<file path="src/rtl/mac_result_collector.sv">
// Collects MAC results one cycle after mac_en, frames accumulate groups, and
// queues entries in a show-ahead FIFO feeding a valid/ready stream.
`ifndef MAC_ACC_WIDTH
`define MAC_ACC_WIDTH 32
`endif

module mac_result_collector #(
  parameter int ACC_W = `MAC_ACC_WIDTH,
  parameter int DEPTH = 4,
  parameter int LEN_W = 8
) (
  input  logic             clk,
  input  logic             rst,
  input  logic             mac_en,
  input  logic             acc_sel,
  input  logic [LEN_W-1:0] acc_len,
  input  logic [ACC_W-1:0] c,
  input  logic             clear,
  output logic [ACC_W-1:0] out_data,
  output logic             out_valid,
  input  logic             out_ready,
  output logic             out_last,
  output logic             overflow,
  output logic [LEN_W-1:0] beat_cnt
);

  localparam int AW = $clog2(DEPTH);
  localparam logic [0:0] IDLE  = 1'b0;
  localparam logic [0:0] ACCUM = 1'b1;

  logic             v_q, v_d, s_q, s_d;
  logic [0:0]       state_q, state_d;
  logic [LEN_W-1:0] len_q, len_d, cnt_q, cnt_d, cnt_inc;
  logic [AW:0]      wr_q, wr_d, rd_q, rd_d;
  logic             overflow_q, overflow_d;
  logic [ACC_W-1:0] data_q, data_d;
  logic             last_q, last_d;
  logic [ACC_W:0]   mem_q [DEPTH];

  logic push, push_last, push_ok, pop, empty, full;

  // Beat capture and accumulate-group framing.
  always_comb begin
    v_d       = clear ? 1'b0 : mac_en;
    s_d       = acc_sel;
    state_d   = state_q;
    len_d     = len_q;
    cnt_d     = cnt_q;
    push      = 1'b0;
    push_last = 1'b0;
    cnt_inc   = cnt_q + LEN_W'(1);
    if (v_q && !clear) begin
      if (!s_q) begin
        push    = 1'b1;
        state_d = IDLE;
        if (state_q == ACCUM) cnt_d = '0;
      end else if (state_q == IDLE) begin
        len_d = (acc_len == '0) ? LEN_W'(1) : acc_len;
        if (len_d == LEN_W'(1)) begin
          push      = 1'b1;
          push_last = 1'b1;
        end else begin
          cnt_d   = LEN_W'(1);
          state_d = ACCUM;
        end
      end else if (cnt_inc == len_q) begin
        push      = 1'b1;
        push_last = 1'b1;
        cnt_d     = '0;
        state_d   = IDLE;
      end else begin
        cnt_d = cnt_inc;
      end
    end
    if (clear) begin
      cnt_d   = '0;
      state_d = IDLE;
    end
  end

  assign empty   = (wr_q == rd_q);
  assign full    = (wr_q[AW] != rd_q[AW]) && (wr_q[AW-1:0] == rd_q[AW-1:0]);
  assign pop     = !empty && out_ready && !clear;
  assign push_ok = push && (!full || pop);

  // Head register is loaded from the post-update FIFO; a push landing on the
  // new head slot is forwarded since the array write happens on the same edge.
  always_comb begin
    wr_d       = clear ? '0 : wr_q + {{AW{1'b0}}, push_ok};
    rd_d       = clear ? '0 : rd_q + {{AW{1'b0}}, pop};
    overflow_d = clear ? 1'b0 : (overflow_q | (push && full && !pop));
    data_d     = data_q;
    last_d     = last_q;
    if (wr_d != rd_d) begin
      if (push_ok && (wr_q[AW-1:0] == rd_d[AW-1:0])) begin
        data_d = c;
        last_d = push_last;
      end else begin
        {last_d, data_d} = mem_q[rd_d[AW-1:0]];
      end
    end
  end

  always_ff @(posedge clk or negedge rst) begin
    if (!rst) begin
      v_q        <= 1'b0;
      s_q        <= 1'b0;
      state_q    <= IDLE;
      len_q      <= LEN_W'(1);
      cnt_q      <= '0;
      wr_q       <= '0;
      rd_q       <= '0;
      overflow_q <= 1'b0;
      data_q     <= '0;
      last_q     <= 1'b0;
    end else begin
      v_q        <= v_d;
      s_q        <= s_d;
      state_q    <= state_d;
      len_q      <= len_d;
      cnt_q      <= cnt_d;
      wr_q       <= wr_d;
      rd_q       <= rd_d;
      overflow_q <= overflow_d;
      data_q     <= data_d;
      last_q     <= last_d;
    end
  end

  always_ff @(posedge clk) begin
    if (push_ok && !clear) mem_q[wr_q[AW-1:0]] <= {push_last, c};
  end

  assign out_data  = data_q;
  assign out_last  = last_q;
  assign out_valid = !empty;
  assign overflow  = overflow_q;
  assign beat_cnt  = cnt_q;

endmodule

</file>
<file path="config.mk">
export PLATFORM = sky130hd
export DESIGN_NAME = mac_result_collector
export DESIGN_NICKNAME = d
export VERILOG_FILES = /design/src/rtl/mac_result_collector.sv
export SDC_FILE = /design/constraint.sdc
export NUM_CORES = 1
export LEC_CHECK = 0
export ABC_AREA = 1
export BUFFER_PORTS_ARGS = -buffer_cell sky130_fd_sc_hd__buf_2
export CAP_MARGIN = 20
export CORE_MARGIN = 4
export CORE_UTILIZATION = 30
export DETAILED_ROUTE_END_ITERATION = 7
export SLEW_MARGIN = 20
export SYNTH_ARGS = -nofsm -noshare
export SYNTH_HDL_FRONTEND = slang
export SYNTH_SLANG_ARGS = --single-unit
</file>
<file path="constraint.sdc">
create_clock -name clk -period 4.2 [get_ports clk]
set_input_delay 0.84 -clock clk [delete_from_list [all_inputs] [get_ports clk]]
set_output_delay 0.84 -clock clk [all_outputs]
set_load 0.01 [all_outputs]
</file>
==> key figures <==
Synth
  • Post-synth net total: ~870
  • Top cell type's share of synthesized area: 0.476
  • Largest area contributor in the synthesized netlist: edfxtp_1
  • Number of distinct library cells after synthesis: 35
  • Most frequently used cell type in the post-synthesis netlist: nand2_1
  • Synth warn: 0
  • Fraction of registers with async set or reset after synthesis: 0.309
  • Top FF cell, synth: edfxtp_1
  • Post-synthesis sequential element count: about 190
  • Synthesized area per cell: 10.1 µm²
  • Count of flip-flops with a built-in enable after synthesis: roughly 130
  • Top post-synthesis cells by count: nand2_1, edfxtp_1, nor2_1
  • Cell area after synthesis: around 8300 µm²
  • Part of the Yosys area used for sequential elements: 0.654
  • Syn Inst Count: around 820
  • Largest cells by area after synthesis: edfxtp_1, dfrtp_1, nand2_1

Worst setup path
  • Worst Setup SP: beat_cnt[1]
  • Top cell by count, worst path: nor2_1
  • Combined buffer and inverter count along the critical path: 4
  • Destination of the critical timing path: out_data[8]
  • Startpoint type of the worst setup path: register
  • CP Data Required Time: 4560 ps
  • Stage delay of the slowest cell on the critical path: ~420 ps
  • R2r endpoint: out_data[8]
  • Worst path top cell family by delay: simple AND/OR/NAND/NOR gates
  • Maximum fanout along the worst path: 28
  • Worst reg2reg startpoint: beat_cnt[1]
  • Internal reg-to-reg setup slack: a little under 700 ps
  • Slowest stage cell, crit path: dfrtp_1
  • Critical-path cell list: ha_1 > nand3_1 > nor2_1 > nand2_1 > and2_1 > nor2_1 > nor2_1 > nand3_1 > nand3_2 > nand3_4 > inv_1 > ha_1 > ha_1 > inv_1 > nor2_1 > a221oi_1 > nand3_2 > inv_1 > buf_12 > nand2_1 > nand2_1
  • Critical path depth in cells: 21
  • Setup CP Type: reg -> reg
  • Type of destination of the critical path: register
  • Arrival time at the worst endpoint: 3870 ps
  • Worst Reg-to-Reg Cells: 21

Place
  • IO buf count: 88
  • HPWL after detailed placement: 12200 µm
  • Weighted congestion at the end of routability-driven global placement: 0.795
  • Post-place instance area: a little over 9000 µm²

Timing
  • Period utilisation layout: 0.836
  • Achievable Freq: 285 MHz
  • Setup repair after global routing missed its margin: false
  • Count of final hold-check violations: 0
  • Actual transition at the worst max-transition pin: 757 ps
  • Max transition margin: 0.495
  • Total Negative Setup Slacks: 0 ps
  • Final setup vio count: 0
  • Max Slew Vio Count: 0
  • Skew final: 10.7 ps
  • Clock period minus worst slack: 3510 ps
  • Hold_ws: approximately 360 ps

Floorplan
  • Standard-cell rows: 60
  • Core box area: 27100 µm²
  • Overall die height: 175 µm
  • Total die area: between 30000 and 40000 µm²
  • Total I/O pin count: just under 90
  • Effective utilization at floorplan: 0.307
  • Horizontal extent of the die: 175 µm

CTS
  • Hold_buf cts: 0
  • Maximum clock insertion buffer count: 2
  • Total clock sinks: roughly 190
  • Master cell of the clock root buffer: clkbuf_16
  • Post-CTS Setup Inserts: 0
  • Number of clock buffers inserted by TritonCTS: 17
  • Latest clock arrival within the worst-skew pair: 430 ps
  • TritonCTS clock tree: yes
  • Clock-pin slew on the worst setup and hold paths: 70 ps
  • Cts repair resizes: 0
  • CTS H-tree lvls: 4

Global route
  • Pin count of the biggest net entering global routing: 47
  • Number of global-route vias before repair: between 5000 and 6000
  • Antenna violations before repair: 2
  • GRT Residual Overflow: 0
  • Overall Global Routing Usage: 0.136
  • First-pass GRT wire length: 32600 µm

Power
  • Design Power: 4.40 mW
  • Internal power component: between 3 and 4 mW
  • Static leakage power: 4.20 nW
  • Power share of the clock group: 0.365
  • Sequential share of power: 0.515
  • Part of the total power dissipated in combinational logic: 0.120
  • Net load switching power: ~1.2 mW
  • IR Drop Worst-Case VDD: between 0.2 and 0.3 mV
  • Power density over the cells: 447 nW/µm²
  • Switching share of total power: 0.263

Cells and area
  • Net count of the finished layout: 960
  • Share of cells above drive strength 1: 0.163
  • Area overhead of the layout relative to synthesis: 18.0%
  • Post-layout utilization of the core: 0.363
  • Summed area of non-filler cells in the final layout: 9830 µm²

Route
  • Detailed-routing iteration count for the pre-antenna-repair pass: 5
  • Avg WL per Cell: approximately 16 µm
  • Number of vias in the routed layout: ~6000
  • Count of unresolved DRC violations after routing: 0
  • Final antenna-violating net count: 0
  • Initial drt markers: between 400 and 500
  • Final wirelength: 20400 µm
  • Ratio of routed vias to standard cells: roughly 4.5

Flow run
  • Number of max-cap violations: 0

Run status
  • Run status: complete, no violations

Min path
  • Hold/Removal Path Class: in -> async
-- how the worst min path moves through the flow --
stage                       startpoint           end  slack (ps)
after floorplan               len_q[6]      len_q[6]         460
after global placement    out_data[23]  out_data[23]         460
after detailed placement  out_data[23]  out_data[23]         460
after CTS                          rst      len_q[5]         360
after global routing               rst      overflow         380
final                              rst      len_q[2]         360
-- cells in the final DEF (no fill, tap or decap), drive strengths merged, types with 2 or more instances in the layout --
master	Yosys	layout
clkbuf	24	22
clkinv	1	5
nand3	55	55
nand4	3	3
o32ai	33	33
dfrtp	58	58
o21ai	43	43
nand2	189	189
a21oi	2	2
ha	5	5
xor2	3	3
inv	108	112
nor4	2	2
nor2	129	129
or2	3	3
buf	11	104
o22ai	9	9
edfxtp	132	132
xnor2	5	5
-- worst reg2reg max path, cell delays in order (launching register included) --
cell      delay [ps]
dfrtp_1          420
ha_1             300
nand3_1          170
nor2_1           120
nand2_1           70
and2_1           170
nor2_1            90
nor2_1            60
nand3_1           90
nand3_2          130
nand3_4          130
inv_1             70
ha_1             180
ha_1             260
inv_1             70
nor2_1            50
a221oi_1         340
nand3_2          120
inv_1            230
buf_12           230
nand2_1           80
nand2_1           80
-- metrics by stage --
stage	instances	setup WS [ps]
2_1_floorplan	821	450
3_5_place_dp	1262	654
3_3_place_gp	1262	710
6_report	1295	690
5_1_grt	1295	281
4_1_cts	1294	699
-- per-layer routing --
layer / GRT usage / share of wire / up-vias
met3: 0.0329 / 0.047 / 19
met5: 0 / 0.00039 / -
met4: 0.0367 / 0.017 / 2
li1: - / - / 2898
met2: 0.228 / 0.48 / 122
met1: 0.178 / 0.46 / 2835
-- power by group through the flow --
| stage | Sequential [mW] | Combinational (mW) | Clock [mW] |
|---|---|---|---|
| finish | 2.27 | 0.526 | 1.61 |
| detailed placement | 2.30 | 0.544 | 0 |
| floorplan | 2.34 | 0.211 | 0 |
| CTS | 2.27 | 0.544 | 1.64 |
| global placement | 2.31 | 0.526 | 0 |
| global route | 2.29 | 0.599 | 1.73 |
-- flip-flops by register name, indices dropped and copies added, names as in the netlist --
register	cells
mem_q	132
out_data	32
beat_cnt	8
len_q	8
rd_q	3
wr_q	3
out_last	1
overflow	1
s_q	1
state_q	1
v_q	1
-- layout make-up --
class	count	area [µm²]
Tap cell	372	465
Antenna cell	1	2.50
Sequential cell	191	5440
Timing Repair Buffer	104	573
Multi-Input combinational cell	486	2360
Clock buffer	22	474
Fill cell	2672	17300
Clock inverter	10	103
Inverter	109	409
-- cell families (layout without fill, tap and decap cells) --
family | count (synthesis) | count (layout) | synth area share
buffers and inverters | 144 | 245 | 0.0688
other | 0 | 1 | 0
adders and majority gates | 5 | 5 | 0.00751
and+or+nand+nor | 383 | 383 | 0.190
DFF | 191 | 191 | 0.654
xor gates and xnor gates | 8 | 8 | 0.00842
AOI/OAI and AO/OA | 90 | 90 | 0.0712
No activity file was read; power rests on OpenSTA's default activity.
